==> src/rtl/vp_fp_mul_pipe.sv <==
// ---------------------------------------------------------------------------
// vp_fp_mul_pipe -- pipelined variable-precision floating-point multiplier.
//
// Multiplies two operands in a generic 1/EXP_W/MAN_W floating-point format.
// The default 8/7 split is bfloat16-compatible. A run-time precision mode can
// drop mantissa LSBs. The result is rounded to nearest-even, and exception
// flags are raised. The data path sits behind an elastic valid/ready pipeline.
//
// Stages:
//   S1  unpack, classify, truncate per prec_mode, sign and exponent sum
//   S2  hidden-bit mantissa multiply
//   S3  normalise, round, exception select, pack (this is the output register)
//
// Ports:
//   clk        clock, rising edge
//   rst_n      synchronous reset, active-low
//   in_valid   operand pair valid
//   in_ready   block can accept an operand pair (combinational from out_ready)
//   a, b       operands {sign, exponent, mantissa}
//   prec_mode  0 full, 1 drop TRUNC1 LSBs, 2 drop TRUNC2 LSBs, 3 same as 0
//   out_valid  result valid
//   out_ready  downstream accepts the result
//   product    packed result
//   flags      {invalid, overflow, underflow, inexact}
// ---------------------------------------------------------------------------
module vp_fp_mul_pipe #(
    parameter int EXP_W  = 8,
    parameter int MAN_W  = 7,
    parameter int TRUNC1 = 2,
    parameter int TRUNC2 = 4
) (
    input  logic                 clk,
    input  logic                 rst_n,
    input  logic                 in_valid,
    output logic                 in_ready,
    input  logic [EXP_W+MAN_W:0] a,
    input  logic [EXP_W+MAN_W:0] b,
    input  logic [1:0]           prec_mode,
    output logic                 out_valid,
    input  logic                 out_ready,
    output logic [EXP_W+MAN_W:0] product,
    output logic [3:0]           flags
);

    localparam int EW = EXP_W + 2;      // signed exponent working width
    localparam int MW = MAN_W + 1;      // mantissa with hidden bit
    localparam int PW = 2 * MAN_W + 2;  // full mantissa product width

    localparam logic [EXP_W-1:0]     EXP_ONES   = {EXP_W{1'b1}};
    localparam logic [EXP_W-1:0]     EXP_ZERO   = {EXP_W{1'b0}};
    localparam logic [MAN_W-1:0]     MAN_ZERO   = {MAN_W{1'b0}};
    localparam logic [MAN_W-1:0]     MAN_QNAN   = {1'b1, {(MAN_W-1){1'b0}}};
    localparam logic [MAN_W-1:0]     MASK_FULL  = {MAN_W{1'b1}};
    localparam logic [MAN_W-1:0]     MASK_T1    = MASK_FULL << TRUNC1;
    localparam logic [MAN_W-1:0]     MASK_T2    = MASK_FULL << TRUNC2;
    localparam logic signed [EW-1:0] BIAS       = EW'((1 << (EXP_W - 1)) - 1);
    localparam logic signed [EW-1:0] EXP_INF_S  = EW'((1 << EXP_W) - 1);
    localparam logic signed [EW-1:0] EXP_ZERO_S = {EW{1'b0}};

    // ------------------------------------------------------------------
    // Handshake: each stage loads when empty or when its contents move on
    // ------------------------------------------------------------------
    logic r1_valid, r2_valid, r3_valid;
    logic w_s1_load, w_s2_load, w_s3_load;

    assign w_s3_load = !r3_valid || out_ready;
    assign w_s2_load = !r2_valid || w_s3_load;
    assign w_s1_load = !r1_valid || w_s2_load;
    assign in_ready  = w_s1_load;
    assign out_valid = r3_valid;

    // ------------------------------------------------------------------
    // S1 combinational: unpack and classify
    // ------------------------------------------------------------------
    logic [EXP_W-1:0]     w_ea, w_eb;
    logic [MAN_W-1:0]     w_ma, w_mb, w_mask;
    logic                 w_zero_a, w_zero_b, w_inf_a, w_inf_b, w_nan_a, w_nan_b;
    logic signed [EW-1:0] w_esum;

    assign w_ea = a[EXP_W+MAN_W-1:MAN_W];
    assign w_eb = b[EXP_W+MAN_W-1:MAN_W];
    assign w_ma = a[MAN_W-1:0];
    assign w_mb = b[MAN_W-1:0];

    // Subnormals (exp == 0) are flushed, so exponent alone decides zero.
    // Inf/NaN are classified on the untruncated mantissa so that a NaN
    // payload living only in the dropped LSBs is still a NaN.
    assign w_zero_a = (w_ea == EXP_ZERO);
    assign w_zero_b = (w_eb == EXP_ZERO);
    assign w_inf_a  = (w_ea == EXP_ONES) && (w_ma == MAN_ZERO);
    assign w_inf_b  = (w_eb == EXP_ONES) && (w_mb == MAN_ZERO);
    assign w_nan_a  = (w_ea == EXP_ONES) && (w_ma != MAN_ZERO);
    assign w_nan_b  = (w_eb == EXP_ONES) && (w_mb != MAN_ZERO);

    assign w_esum = $signed({2'b00, w_ea}) + $signed({2'b00, w_eb}) - BIAS;

    // Precision mode selects the mantissa keep-mask
    always_comb begin
        w_mask = MASK_FULL;
        case (prec_mode)
            2'd1:    w_mask = MASK_T1;
            2'd2:    w_mask = MASK_T2;
            default: w_mask = MASK_FULL;
        endcase
    end

    // ------------------------------------------------------------------
    // S1 register
    // ------------------------------------------------------------------
    logic                 r1_sign, r1_nan, r1_inf, r1_zero;
    logic signed [EW-1:0] r1_exp;
    logic [MW-1:0]        r1_ma, r1_mb;

    // Stage 1: capture class, sign, exponent sum and truncated mantissas
    always_ff @(posedge clk) begin
        if (!rst_n) begin
            r1_valid <= 1'b0;
            r1_sign  <= 1'b0;
            r1_nan   <= 1'b0;
            r1_inf   <= 1'b0;
            r1_zero  <= 1'b0;
            r1_exp   <= EXP_ZERO_S;
            r1_ma    <= {MW{1'b0}};
            r1_mb    <= {MW{1'b0}};
        end else if (w_s1_load) begin
            r1_valid <= in_valid;
            if (in_valid) begin
                r1_sign <= a[EXP_W+MAN_W] ^ b[EXP_W+MAN_W];
                r1_nan  <= w_nan_a || w_nan_b || (w_inf_a && w_zero_b) || (w_zero_a && w_inf_b);
                r1_inf  <= w_inf_a || w_inf_b;
                r1_zero <= w_zero_a || w_zero_b;
                r1_exp  <= w_esum;
                r1_ma   <= {1'b1, w_ma & w_mask};
                r1_mb   <= {1'b1, w_mb & w_mask};
            end
        end
    end

    // ------------------------------------------------------------------
    // S2 register: mantissa product
    // ------------------------------------------------------------------
    logic                 r2_sign, r2_nan, r2_inf, r2_zero;
    logic signed [EW-1:0] r2_exp;
    logic [PW-1:0]        r2_prod;

    // Stage 2: multiply hidden-bit mantissas, forward the rest unchanged
    always_ff @(posedge clk) begin
        if (!rst_n) begin
            r2_valid <= 1'b0;
            r2_sign  <= 1'b0;
            r2_nan   <= 1'b0;
            r2_inf   <= 1'b0;
            r2_zero  <= 1'b0;
            r2_exp   <= EXP_ZERO_S;
            r2_prod  <= {PW{1'b0}};
        end else if (w_s2_load) begin
            r2_valid <= r1_valid;
            if (r1_valid) begin
                r2_sign <= r1_sign;
                r2_nan  <= r1_nan;
                r2_inf  <= r1_inf;
                r2_zero <= r1_zero;
                r2_exp  <= r1_exp;
                r2_prod <= {{MW{1'b0}}, r1_ma} * {{MW{1'b0}}, r1_mb};
            end
        end
    end

    // ------------------------------------------------------------------
    // S3 combinational: normalise and round
    // ------------------------------------------------------------------
    logic                 w_msb, w_g, w_r, w_s, w_rup, w_carry, w_inexact;
    logic [MAN_W-1:0]     w_man;
    logic [MAN_W:0]       w_man_rnd;
    logic signed [EW-1:0] w_exp_fin;

    // Product is in [1,4): pick the kept field and guard/round/sticky bits
    always_comb begin
        w_msb = r2_prod[PW-1];
        w_man = MAN_ZERO;
        w_g   = 1'b0;
        w_r   = 1'b0;
        w_s   = 1'b0;
        if (w_msb) begin
            // Value >= 2: the extra right shift pushes bit 0 into sticky
            w_man = r2_prod[PW-2 -: MAN_W];
            w_g   = r2_prod[PW-2-MAN_W];
            w_r   = r2_prod[PW-3-MAN_W];
            w_s   = |r2_prod[PW-4-MAN_W:0];
        end else begin
            w_man = r2_prod[PW-3 -: MAN_W];
            w_g   = r2_prod[PW-3-MAN_W];
            w_r   = r2_prod[PW-4-MAN_W];
            w_s   = |r2_prod[PW-5-MAN_W:0];
        end
    end

    // Round to nearest-even; a carry out leaves the field at zero (1.0 x 2)
    always_comb begin
        w_rup     = w_g && (w_r || w_s || w_man[0]);
        w_man_rnd = {1'b0, w_man} + {{MAN_W{1'b0}}, w_rup};
        w_carry   = w_man_rnd[MAN_W];
        w_inexact = w_g || w_r || w_s;
        w_exp_fin = r2_exp + $signed({{(EW-1){1'b0}}, w_msb})
                           + $signed({{(EW-1){1'b0}}, w_carry});
    end

    // ------------------------------------------------------------------
    // S3 combinational: exception priority and packing
    // ------------------------------------------------------------------
    logic [EXP_W+MAN_W:0] w_res_prod;
    logic [3:0]           w_res_flags;

    // Special operands take priority over range checks on the computed exponent
    always_comb begin
        w_res_prod  = {r2_sign, EXP_ZERO, MAN_ZERO};
        w_res_flags = 4'b0000;
        if (r2_nan) begin
            w_res_prod  = {1'b0, EXP_ONES, MAN_QNAN};
            w_res_flags = 4'b1000;
        end else if (r2_inf) begin
            w_res_prod  = {r2_sign, EXP_ONES, MAN_ZERO};
            w_res_flags = 4'b0000;
        end else if (r2_zero) begin
            w_res_prod  = {r2_sign, EXP_ZERO, MAN_ZERO};
            w_res_flags = 4'b0000;
        end else if (w_exp_fin >= EXP_INF_S) begin
            w_res_prod  = {r2_sign, EXP_ONES, MAN_ZERO};
            w_res_flags = 4'b0101;
        end else if (w_exp_fin <= EXP_ZERO_S) begin
            w_res_prod  = {r2_sign, EXP_ZERO, MAN_ZERO};
            w_res_flags = 4'b0011;
        end else begin
            w_res_prod  = {r2_sign, w_exp_fin[EXP_W-1:0], w_man_rnd[MAN_W-1:0]};
            w_res_flags = {3'b000, w_inexact};
        end
    end

    // ------------------------------------------------------------------
    // S3 register: output holding register
    // ------------------------------------------------------------------
    logic [EXP_W+MAN_W:0] r3_product;
    logic [3:0]           r3_flags;

    // Stage 3: output register, holds while downstream stalls
    always_ff @(posedge clk) begin
        if (!rst_n) begin
            r3_valid   <= 1'b0;
            r3_product <= {(EXP_W+MAN_W+1){1'b0}};
            r3_flags   <= 4'b0000;
        end else if (w_s3_load) begin
            r3_valid <= r2_valid;
            if (r2_valid) begin
                r3_product <= w_res_prod;
                r3_flags   <= w_res_flags;
            end
        end
    end

    assign product = r3_product;
    assign flags   = r3_flags;

endmodule

==> config.mk <==
export PLATFORM = sky130hd
export DESIGN_NAME = vp_fp_mul_pipe
export DESIGN_NICKNAME = d
export VERILOG_FILES = /design/src/rtl/vp_fp_mul_pipe.sv
export SDC_FILE = /design/constraint.sdc
export NUM_CORES = 1
export LEC_CHECK = 0
export ABC_AREA = 1
export CAP_MARGIN = 20
export CORE_ASPECT_RATIO = 1.4
export CORE_UTILIZATION = 40
export DETAILED_ROUTE_END_ITERATION = 10
export PLACE_DENSITY = 0.71
export SETUP_SLACK_MARGIN = 0.5
export SLEW_MARGIN = 0
export SYNTH_ARGS = -nofsm -noshare
export SYNTH_HDL_FRONTEND = slang
export SYNTH_SLANG_ARGS = --single-unit
==> constraint.sdc <==
create_clock -name clk -period 4 [get_ports clk]
set_input_delay 0.4 -clock clk [delete_from_list [all_inputs] [get_ports clk]]
set_output_delay 0.4 -clock clk [all_outputs]
set_load 0.05 [all_outputs]
### Yosys cells after proc, flatten, opt, wreduce, memory -nomap -nowiden

Cells that the tools add are included.
Widths: inputs -> output; s select.

* bits in registers: 83
* input bits: 38
* output and inout port bits: 22
* logic and storage cells: 81

* add/sub/neg operators: 5
* multipliers: 1
* magnitude comparators: 2
* eq/ne operators: 4
* muxes and demuxes: 15
* bitwise operators: 3
* reductions and logical operators: 33

Operators with widths (number)
* $mux 15: 4
* $add 10x2->10: 2
* $eq 8x8->1 const B: 2
* $logic_not 8->1: 2
* $mul 8x8->16: 1
* $mux 16: 1
* $and 7x7->7: 2
* $logic_not 7->1: 2
* $reduce_bool 7->1: 2
* $logic_or 1x1->1: 12
* $ge 10x9->1 const B: 1
* $le 10x1->1 const B: 1
* $sub 9x7->10 const B: 1
* $add 8x8->9: 1
* $mux 3: 3
* $add 7x1->8: 1
* $pmux 4 s2: 1
* $logic_and 1x1->1: 7
* $mux 7: 1
* $reduce_and 2->1: 3
* $reduce_or 6->1: 1
* $reduce_or 5->1: 1
* $mux 4: 1
* $logic_not 1->1: 3
* other kinds (5): 7

### Longest topological paths before layout

Gate-level depths: netlist of the first run.

* word-level depth: 13
* mapped depth: 22
* depth with buffers taken out: 21

### Worst setup path before layout of the first run

Ideal clock, no wire load.

* path kind: reg-to-reg
* start point: register r1_ma[7]
* end point: register r2_prod[14]
* arrival time: 4067 ps
* data required time: 3885 ps
* slack: -182 ps
* cell stages (with the launch flop): 18
* path buffers: 1
* path through: dfxtp_1 clkbuf_1 nand2_1 fa_1 fa_1 inv_1 fa_1 inv_1 fa_1 inv_1 ha_1 a21oi_1 o21ai_0 nand2_1 nand3_1 xor2_1 o21ai_0 inv_1

* word-level cells in the longest chain between the ends: 1

Ends and longest elaborated chain
* start, declared: line 112 `logic [MW-1:0] r1_ma, r1_mb;`
* start signal, assigned: line 123 `r1_ma <= {MW{1'b0}};`
* start signal, assigned: line 133 `r1_ma <= {1'b1, w_ma & w_mask};`
* $mul 8x8->16: line 164 `r2_prod <= {{MW{1'b0}}, r1_ma} * {{MW{1'b0}}, r1_mb};`
* end signal, assigned: line 155 `r2_prod <= {PW{1'b0}};`
* end signal, assigned: line 164
* end, declared: line 144 `logic [PW-1:0] r2_prod;`

No other way between the ends.
A chain may end at the register's enable or synchronous reset.

### Final worst setup path of the first run

* start point: register r1_mb[2]
* end point: register r2_prod[14]

* word-level cells in the longest chain between the ends: 1

Ends and longest elaborated chain
* start, declared: line 112
* start signal, assigned: line 124 `r1_mb <= {MW{1'b0}};`
* start signal, assigned: line 134 `r1_mb <= {1'b1, w_mb & w_mask};`
* $mul 8x8->16: line 164

No other way between the ends.

==> metrics.md, run 1 <==
| Metric | Value |
|---|---|
| R2R Setup Slk | `220 ps` |
| Power Dens Cells | `287 nW/µm²` |
| Max Slew Vio Count | `0` |
| Synthesized area | `6390 µm²` |
| EDFF count, synth | `0` |
| H-Tree Level Count | `3` |
| Clock share of power | `36.5%` |
| Max Cap Viol | `0` |
| Post-DRT Antenna Nets | `0` |
| Actual slew at the worst max-slew pin | `622 ps` |
| Sw frac | `30.7%` |
| WHS Path Cells | `2` |
| HP Class | `reg2reg` |
| Total negative slack | `0 ps` |
| FMAX | `0.265 GHz` |
| First-pass GRT wire length | `25.7 mm` |
| Worst-case clock buffer depth | `2` |
| DIE WIDTH | `109 µm` |
| Initial DRC count | `210` |
| Comb power frac | `23.2%` |
| DPL Wire Length | `11.3 mm` |
| Worst Min Path Start | `flags[2]` |
| Worst r2r src | `r1_mb[2]` |
| Placed Area | `7260 µm²` |
| Routed via count | `5749` |
| Commonest cells post-synth | `nand2_1, inv_1, dfxtp_1, a21oi_1, nor2_1` |
| Maximum vdd drop | `0.256 mV` |
| RSZ-0062 raised after global routing | `true` |
| First-pass DRT Iterations | `5` |
| CP Class | `reg2reg` |
| Post-Syn Instances | `914` |
| Final instance area | `7900 µm²` |
| Most used DFF post-synth | `dfxtp_1` |
| WL/cell | `12.9 µm` |
| Global Route Usage Sum | `19.7%` |
| N_diodes | `0` |
| DRC | `0` |
| Reg power frac | `40.3%` |
| Area growth syn-to-layout | `23.5%` |
| Met1 WL | `6.25 mm` |
| Clock latency on the worst-skew pair | `340 ps` |
| Post-synthesis async set-or-reset flop share | `0%` |
| Yosys top cell by area | `dfxtp_1` |
| TritonCTS clock tree | `done` |
| Met2 wire len | `7.91 mm` |
| Yosys reg bits | `82` |
| Starting Density | `41.0%` |
| Initial antenna violation count | `0` |
| Worst-path maximum fanout | `7` |
| Clk slew on worst S/H paths | `60 ps` |
| Final WS setup | `221 ps` |
| Syn nets | `1044` |
| Sequential area share after synthesis | `25.7%` |
| Vias in the first global route | `5616` |
| Critical Path Source Type | `register` |
| Place WS | `37.3 ps` |
| Root Buffer | `clkbuf_16` |
| Total power | `2.26 mW` |
| Final Hold Viols | `0` |
| Hold_buf cts | `0` |
| Rows | `54` |
| Slew headroom | `58.5%` |
| Internal power | `1.57 mW` |
| IO Pins | `60` |
| Fin nets | `1105` |
| Mean post-synth cell area | `7.00 µm²` |
| Gpl congestion | `0.915` |
| TritonCTS Buffers | `9` |
| Grt ovf | `0` |
| Layout cells sized above 1 | `12.9%` |
| Synth area leaders | `dfxtp_1, fa_1, nand2_1` |
| Yosys top cell area share | `25.7%` |
| Post-route clock period utilization | `94.5%` |
| Minimum clock period | `3780 ps` |
| Yosys warning count | `0` |
| Outcome | `completed` |
| R2R cell count | `18` |
| IO buf count | `59` |
| Critical Path RT | `4230 ps` |
| WL final | `15.2 mm` |
| WL met3 | `493 µm` |
| End of the worst register-to-register path | `r2_prod[14]` |
| Via/cell ratio | `4.89` |
| Height of the die | `152 µm` |
| Leak | `3.95 nW` |
| FILL cells | `1492` |
| Hold path endpoint | `flags[2]` |
| Setup-failing EPs final | `0` |
| DR top layer | `met4` |
| CP Capture Type | `register` |
| Post-synth cell types | `36` |
| Switching pwr | `0.695 mW` |
| Clock sinks | `82` |
| Largest net degree at the start of global routing | `48` |
| Count leader, synth | `nand2_1` |
| Setup Skew | `8.17 ps` |
| Die ar. | `16500 µm²` |
| Core ar. | `15600 µm²` |
| WP data arrival | `4010 ps` |
==> cells in the final DEF, fill, tap and decap left out, types with 4 or more instances in the layout <==
cell / instances
dfxtp_4: 12
fa_1: 35
o21ai_0: 54
o211ai_1: 4
nand4_1: 13
a21oi_1: 67
a21oi_4: 5
dfxtp_1: 69
nor2_4: 5
xnor2_1: 9
nand2_2: 9
clkdlybuf4s50_1: 59
nand3_1: 49
o21ai_1: 10
xor2_1: 8
ha_4: 7
ha_1: 47
inv_2: 9
nand2_1: 175
clkbuf_16: 9
buf_4: 24
nor2_1: 66
o21ai_2: 5
inv_1: 165
nor4_1: 6
nor2_2: 10
nand2_4: 6
==> flip-flops by register name, summed over array words and instances (netlist names), 4 cells and up <==
name and flops:
r2_exp 10, r1_mb 7, r1_exp 10, product 16, flags 4, r1_ma 8, r2_prod 16
==> final cells by class <==
| type | count | area, µm² | area share, % |
|---|---|---|---|
| clock buffer | 10 | 229 | 2.90 |
| timing repair buffer | 86 | 793 | 10.0 |
| clock inverter | 6 | 66.3 | 0.839 |
| multi-input combinational | 618 | 4210 | 53.2 |
| sequential | 82 | 1690 | 21.4 |
| tap | 196 | 245 | 3.10 |
| inverter | 178 | 673 | 8.52 |
==> worst max path at each step <==
stage	startpoint	to	slack [ps]	cells after the start
global placement	r1_ma[5]	r2_prod[14]	100	18
detailed placement	r1_ma[5]	r2_prod[12]	40	16
floorplan	r1_ma[5]	r2_prod[14]	280	19
global route	r1_mb[2]	r2_prod[12]	-4	19
CTS	r1_mb[2]	r2_prod[14]	260	18
finish	r1_mb[2]	r2_prod[14]	220	18
==> stage by stage <==
stage,utilization [%],cells,hold WS (ps)
3_5_place_dp,46.5,1140,458
2_1_floorplan,-,914,443
5_1_grt,50.6,1176,485
6_report,50.6,1176,464
4_1_cts,50.0,1170,468
3_3_place_gp,46.5,1140,453
==> power by group through the flow <==
stage               combinational [mW]  clock (mW)  sequential [mW]
detailed placement               0.480           0            0.938
finish                           0.526       0.826            0.912
global placement                 0.474           0            0.936
global route                     0.596       0.877            0.919
floorplan                        0.348           0            0.933
CTS                              0.518       0.843            0.914
==> layer usage <==
layer / vias to the layer above / GRT usage [%]
met2: 123 / 37.5
li1: 3002 / -
met1: 2589 / 21.5
met5: - / 0
met4: 0 / 8.11
met3: 35 / 2.82
==> what timing repair did <==
action	CTS	global route
hold endpoints to repair	0	0
setup endpoints to repair	25	27
pin swaps	15	20
setup buffers	14	6
resized for setup	43	19
==> critical path: stages, from the launching register on <==
cell and delay (ps):
dfxtp_4 380, nand2_2 70, inv_2 40, fa_1 550, inv_2 40, fa_1 520, inv_1 50, fa_1 470
inv_1 50, fa_1 480, inv_2 40, ha_4 240, a21oi_4 180, o21ai_2 80, nand2_1 70, nand3_1 90
xor2_1 150, o21ai_1 120, inv_1 40
==> cell families (layout without fill, tap and decap cells) <==
group | count (synthesis) | after routing | share of synthesized area (%)
and+or+nand+nor | 354 | 354 | 24.2
adders and majority gates | 92 | 92 | 22.5
AOI/OAI and AO/OA | 155 | 155 | 12.6
DFF | 82 | 82 | 25.7
xor gates and xnor gates | 17 | 17 | 2.33
buffers and inverters | 214 | 280 | 12.8
Power figures use the tool's default switching activity.
==> run 2, diff against run 1 <==
CTS_BUF_LIST = sky130_fd_sc_hd__clkbuf_4   (was default)
==> metrics.md, run 2 (synthesized netlist as in run 1, its figures left out) <==
| Metric | Value |
|---|---|
| Outcome | `completed` |
| IO Pins | `60 (unchanged)` |
| RSZ-0062 raised after global routing | `true` |
| FMAX | `0.263 GHz (-0.72%)` |
| Cells after DPL | `1140 (unchanged)` |
| Power Dens Cells | `249 nW/µm² (-13%)` |
| Worst-case clock buffer depth | `2 (unchanged)` |
| Setup Skew | `24.5 ps (+16.3 ps)` |
| Grt ovf | `0 (unchanged)` |
| Final WS setup | `194 ps (-27.4 ps)` |
| Routed via count | `5746 (-0.052%)` |
| Core ar. | `15600 µm² (unchanged)` |
| TritonCTS clock tree | `done` |
| Area growth syn-to-layout | `21.7%` |
| CP Class | `reg2reg` |
| Slowest cell on crit path | `fa_1` |
| Critical Path RT | `4330 ps (+100 ps)` |
| IO buf count | `59 (unchanged)` |
| Vias in the first global route | `5692 (+1.4%)` |
| DPL Wire Length | `11.3 mm (unchanged)` |
| Place WS | `37.3 ps (unchanged)` |
| Total negative slack | `0 ps (unchanged)` |
| DIE WIDTH | `109 µm (unchanged)` |
| Maximum vdd drop | `0.152 mV (-41%)` |
| First-pass DRT Iterations | `5 (unchanged)` |
| Die ar. | `16500 µm² (unchanged)` |
| TritonCTS Buffers | `9 (unchanged)` |
| N_diodes | `0 (unchanged)` |
| Worst-path maximum fanout | `6 (-1)` |
| Total power | `1.94 mW (-14%)` |
| Clock sinks | `82 (unchanged)` |
| Setup-failing EPs final | `0 (unchanged)` |
| Actual slew at the worst max-slew pin | `631 ps (+9.14 ps)` |
| Commonest cells after routing, fill and taps aside | `nand2_1, inv_1, nor2_1, dfxtp_1, a21oi_1` |
| Initial antenna violation count | `0 (unchanged)` |
| Commonest non-fill, non-tap cell in the layout | `nand2_1` |
| Clock latency on the worst-skew pair | `440 ps (+100 ps)` |
| Post-DRT Antenna Nets | `0 (unchanged)` |
| Fin nets | `1107 (+0.18%)` |
| WHS | `475 ps (+10.7 ps)` |
| Worst Min Path Start | `flags[2]` |
| Most used cell, CP | `fa_1` |
| Start point of the critical path | `r1_ma[5]` |
| CP Capture Type | `register` |
| Final Non-Filler Cells | `1178 (+0.17%)` |
| Starting Density | `41.0% (unchanged)` |
| WHS Path Cells | `2 (unchanged)` |
| Minimum clock period | `3810 ps (+27.4 ps)` |
| Rows | `54 (unchanged)` |
| Max Slew Vio Count | `0 (unchanged)` |
| Leak | `3.88 nW (-1.7%)` |
| WL/cell | `12.6 µm (-2.0%)` |
| Largest net degree at the start of global routing | `48 (unchanged)` |
| Slew headroom | `57.9% (-0.61 points)` |
| Gpl congestion | `0.915 (unchanged)` |
| Critical Path Source Type | `register` |
| Hold_buf cts | `0 (unchanged)` |
| Final Hold Viols | `0 (unchanged)` |
| Initial DRC count | `300 (+43%)` |
| Root Buffer | `clkbuf_4` |
| Max Cap Viol | `0 (unchanged)` |
| Worst r2r src | `r1_ma[5]` |
| Layout cells sized above 1 | `14.3% (+1.4 points)` |
| First-pass GRT wire length | `25.8 mm (+0.40%)` |
| H-Tree Level Count | `3 (unchanged)` |
| Via/cell ratio | `4.88 (-0.22%)` |
| Crit-path cells | `nand2_2, inv_2, fa_1, inv_2, fa_1, inv_1, fa_1, inv_1, fa_1, inv_2, ha_4, a21oi_4, o21ai_2, nand2_1, nand3_1, xor2_1, o21ai_1, inv_1` |
| DRC | `0 (unchanged)` |
| Global Route Usage Sum | `19.7% (-0.033 points)` |
| WL final | `14.9 mm (-1.8%)` |
| HP Class | `reg2reg` |
| Clk slew on worst S/H paths | `140 ps (+80 ps)` |
| WP data arrival | `4130 ps (+120 ps)` |
| R2R cell count | `18 (unchanged)` |
| Delay of the slowest critical-path stage | `550 ps (about the same)` |
| Height of the die | `152 µm (unchanged)` |
| Post-route clock period utilization | `95.2% (+0.68 points)` |
[run 2: cell types whose count changed in the layout (fill, tap and decap cells not counted), moves of 4 or more]
cell       change
inv_2          +4
nand2_2        +6
nand2_1        -6
clkbuf_4      +10
inv_1          -4
clkbuf_16      -9
[run 2: final cells by class]
cell class | instances | area [µm²]
repair buffers | 88 | 816
clock inverters | 6 | 66.3
flip-flops and latches | 82 | 1690
clock buffers | 10 | 75.1
inverters | 178 | 673
multi-input cells | 618 | 4220
well taps | 196 | 245
fillers | 1516 | 7830
[run 2: path summary, 6_finish.rpt]
kind / to / slack (ps)
setup reg to reg: r2_prod[14] / 190
hold / removal: flags[2] / 480
setup / recovery: r2_prod[14] / 190
hold reg to reg: flags[2] / 480
[run 2: power by group]
group          switching (mW)  total, mW  internal, mW
clock                   0.301      0.501         0.200
combinational           0.306      0.523         0.217
sequential             0.0480      0.912         0.864
[run 2: metrics by stage]
stage | area [µm²] | utilization, %
floorplan | 6590 | -
finish | 7780 | 49.8
detailed placement | 7260 | 46.5
CTS | 7670 | 49.1
global placement | 7260 | 46.5
global route | 7780 | 49.8
[run 2: routing by layer]
layer	vias to the layer above	global-route usage (%)	share of wire (%)
li1	3002	-	-
met1	2588	21.6	42
met3	41	2.99	2.4
met2	115	36.6	52
met4	0	9.12	3.4
met5	-	0	0
[run 2: repair_timing]
item                                   CTS  global route
setup endpoints to repair               24            27
buffers inserted                        18             4
pin swaps                               17            19
gates resized for setup                 54            28
endpoints found under the hold margin    0             0
[run 2: worst max-delay path: cells and delay by family, from the launching register on]
kind                       cells  cell delay, ps
adders and majority gates      5            2260
AOI/OAI and AO/OA              3             410
DFF                            1             390
buffers and inverters          6             260
and+or+nand+nor                3             210
xor gates and xnor gates       1             150
==> run 3, diff against run 2 <==
MAX_ROUTING_LAYER = met4   (was default)
==> metrics.md, run 3 (synthesized netlist as in run 1, its figures left out) <==
| Metric | Value |
|---|---|
| Outcome | `completed` |
| TritonCTS Buffers | `9 (unchanged)` |
| WHS | `475 ps (-0.214 ps)` |
| Global Route Usage Sum | `20.2% (+0.48 points)` |
| Most used cell, CP | `fa_1` |
| Max Cap Viol | `0 (unchanged)` |
| RSZ-0062 raised after global routing | `true` |
| H-Tree Level Count | `3 (unchanged)` |
| Area growth syn-to-layout | `21.6% (about the same)` |
| Place WS | `37.3 ps (unchanged)` |
| Commonest cells after routing, fill and taps aside | `nand2_1, inv_1, dfxtp_1` |
| Commonest non-fill, non-tap cell in the layout | `nand2_1` |
| N_diodes | `0 (unchanged)` |
| Height of the die | `152 µm (unchanged)` |
| Via/cell ratio | `4.88 (about the same)` |
| First-pass GRT wire length | `25.6 mm (-0.56%)` |
| Maximum vdd drop | `0.152 mV (-0.54%)` |
| Post-DRT Antenna Nets | `0 (unchanged)` |
| Crit-path cells | `nand2_2, inv_2, fa_1, inv_2, fa_1, inv_1, fa_1, inv_1, fa_1, inv_2, ha_4, a21oi_4, o21ai_2, nand2_1, nand3_1, xor2_1, o21ai_1, inv_1` |
| Clock latency on the worst-skew pair | `450 ps (about the same)` |
| Slew headroom | `57.6% (-0.34 points)` |
| WL final | `14.9 mm (about the same)` |
| Hold path endpoint | `flags[2]` |
| Start point of the critical path | `r1_ma[5]` |
| Die ar. | `16500 µm² (unchanged)` |
| Leak | `3.88 nW (about the same)` |
| Max Slew Vio Count | `0 (unchanged)` |
| Critical Path Source Type | `register` |
| Worst r2r src | `r1_ma[5]` |
| DRC | `0 (unchanged)` |
| Layout cells sized above 1 | `14.3% (+0.015 points)` |
| Grt ovf | `0 (unchanged)` |
| CP Capture Type | `register` |
| Clk slew on worst S/H paths | `140 ps (about the same)` |
| Worst-case clock buffer depth | `2 (unchanged)` |
| Root Buffer | `clkbuf_4` |
| WHS Path Cells | `2 (unchanged)` |
| FMAX | `0.263 GHz (about the same)` |
| Setup Skew | `23.7 ps (-0.815 ps)` |
| Final WS setup | `197 ps (+3.28 ps)` |
| Final Hold Viols | `0 (unchanged)` |
| R2R cell count | `18 (unchanged)` |
| Starting Density | `41.0% (unchanged)` |
| Routed via count | `5742 (-0.070%)` |
| WP data arrival | `4140 ps (about the same)` |
| Rows | `54 (unchanged)` |
| Initial antenna violation count | `0 (unchanged)` |
| Worst Min Path Start | `flags[2]` |
| DIE WIDTH | `109 µm (unchanged)` |
| TritonCTS clock tree | `done` |
| HP Class | `reg2reg` |
| Initial DRC count | `270 (-10%)` |
| Total negative slack | `0 ps (unchanged)` |
| Worst-path maximum fanout | `6 (unchanged)` |
| Post-route clock period utilization | `95.1% (about the same)` |
| Final instance area | `7780 µm² (about the same)` |
| Clock sinks | `82 (unchanged)` |
| Fin nets | `1106 (-0.090%)` |
| Placed Area | `7260 µm² (unchanged)` |
| Delay of the slowest critical-path stage | `550 ps (about the same)` |
| WL/cell | `12.7 µm (about the same)` |
| Slowest cell on crit path | `fa_1` |
| Actual slew at the worst max-slew pin | `636 ps (+5.12 ps)` |
| Critical Path RT | `4330 ps (about the same)` |
| Vias in the first global route | `5673 (-0.33%)` |
| Minimum clock period | `3800 ps (-3.28 ps)` |
| First-pass DRT Iterations | `4 (-1)` |
| Power Dens Cells | `249 nW/µm² (about the same)` |
| Crit path max-delay family | `adder cells` |
| DPL Wire Length | `11.3 mm (unchanged)` |
| IO Pins | `60 (unchanged)` |
| Seq. cell area | `1690 µm² (unchanged)` |
| FILL cells | `1516 (unchanged)` |
| Setup-failing EPs final | `0 (unchanged)` |
| Largest net degree at the start of global routing | `48 (unchanged)` |
| Core ar. | `15600 µm² (unchanged)` |
| R2R Setup Slk | `200 ps (about the same)` |
| Worst Path Buf+Inv | `6 (unchanged)` |
| Gpl congestion | `0.931 (+1.7%)` |
| Multi-input logic area | `4220 µm² (+0.12%)` |
| IO buf count | `59 (unchanged)` |
| End of the worst register-to-register path | `r2_prod[14]` |
| Hold_buf cts | `0 (unchanged)` |
| CP Class | `reg2reg` |
[run 3: layer usage]
| layer | up-vias | share of wire (%) | GRT usage, % |
|---|---|---|---|
| met1 | 2586 | 42 | 21.7 |
| met5 | - | 0 | - |
| li1 | 3001 | - | - |
| met2 | 116 | 53 | 36.6 |
| met4 | 0 | 3.3 | 8.78 |
| met3 | 39 | 2.6 | 2.69 |
[run 3: worst max-delay path by stage]
stage | end | slack, ps | cells after the start
after floorplan | r2_prod[14] | 280 | 19
after global placement | r2_prod[14] | 100 | 18
after detailed placement | r2_prod[12] | 40 | 16
after CTS | r2_prod[12] | 240 | 17
after global routing | r2_prod[12] | 20 | 17
final | r2_prod[14] | 200 | 18
[run 3: metrics by stage]
stage          power, mW  util (%)  cells
2_1_floorplan       1.28         -    914
3_3_place_gp        1.41      46.5   1140
3_5_place_dp        1.42      46.5   1140
4_1_cts             1.95      49.1   1174
5_1_grt             2.07      49.8   1177
6_report            1.94      49.8   1177
[run 3: cell type report]
class / count / share of cell area, %
repair buffers: 87 / 10.4
inverters: 178 / 8.66
well taps: 196 / 3.15
flip-flops and latches: 82 / 21.7
clock buffers: 10 / 0.965
clock inverters: 6 / 0.853
multi-input cells: 618 / 54.3
[run 3: power breakdown]
group | total [mW] | internal [mW] | switching, mW | leakage [nW]
sequential | 0.913 | 0.864 | 0.0484 | 0.682
combinational | 0.522 | 0.216 | 0.306 | 3.11
clock | 0.501 | 0.200 | 0.301 | 0.0807
[run 3: worst reg2reg max path: cells and delay by family, from the launching register on]
kind / cells / cell delay (ps)
AND/OR/NAND/NOR: 3 / 210
adder cells (fa/ha/maj): 5 / 2260
XOR/XNOR: 1 / 150
AO/OA/AOI/OAI: 3 / 410
buffers and inverters: 6 / 260
flip-flops: 1 / 390
[run 3: what timing repair did]
item / CTS / global route
endpoints found under the setup margin: 24 / 27
setup buffers: 18 / 3
resized for setup: 54 / 29
pin swaps: 17 / 18
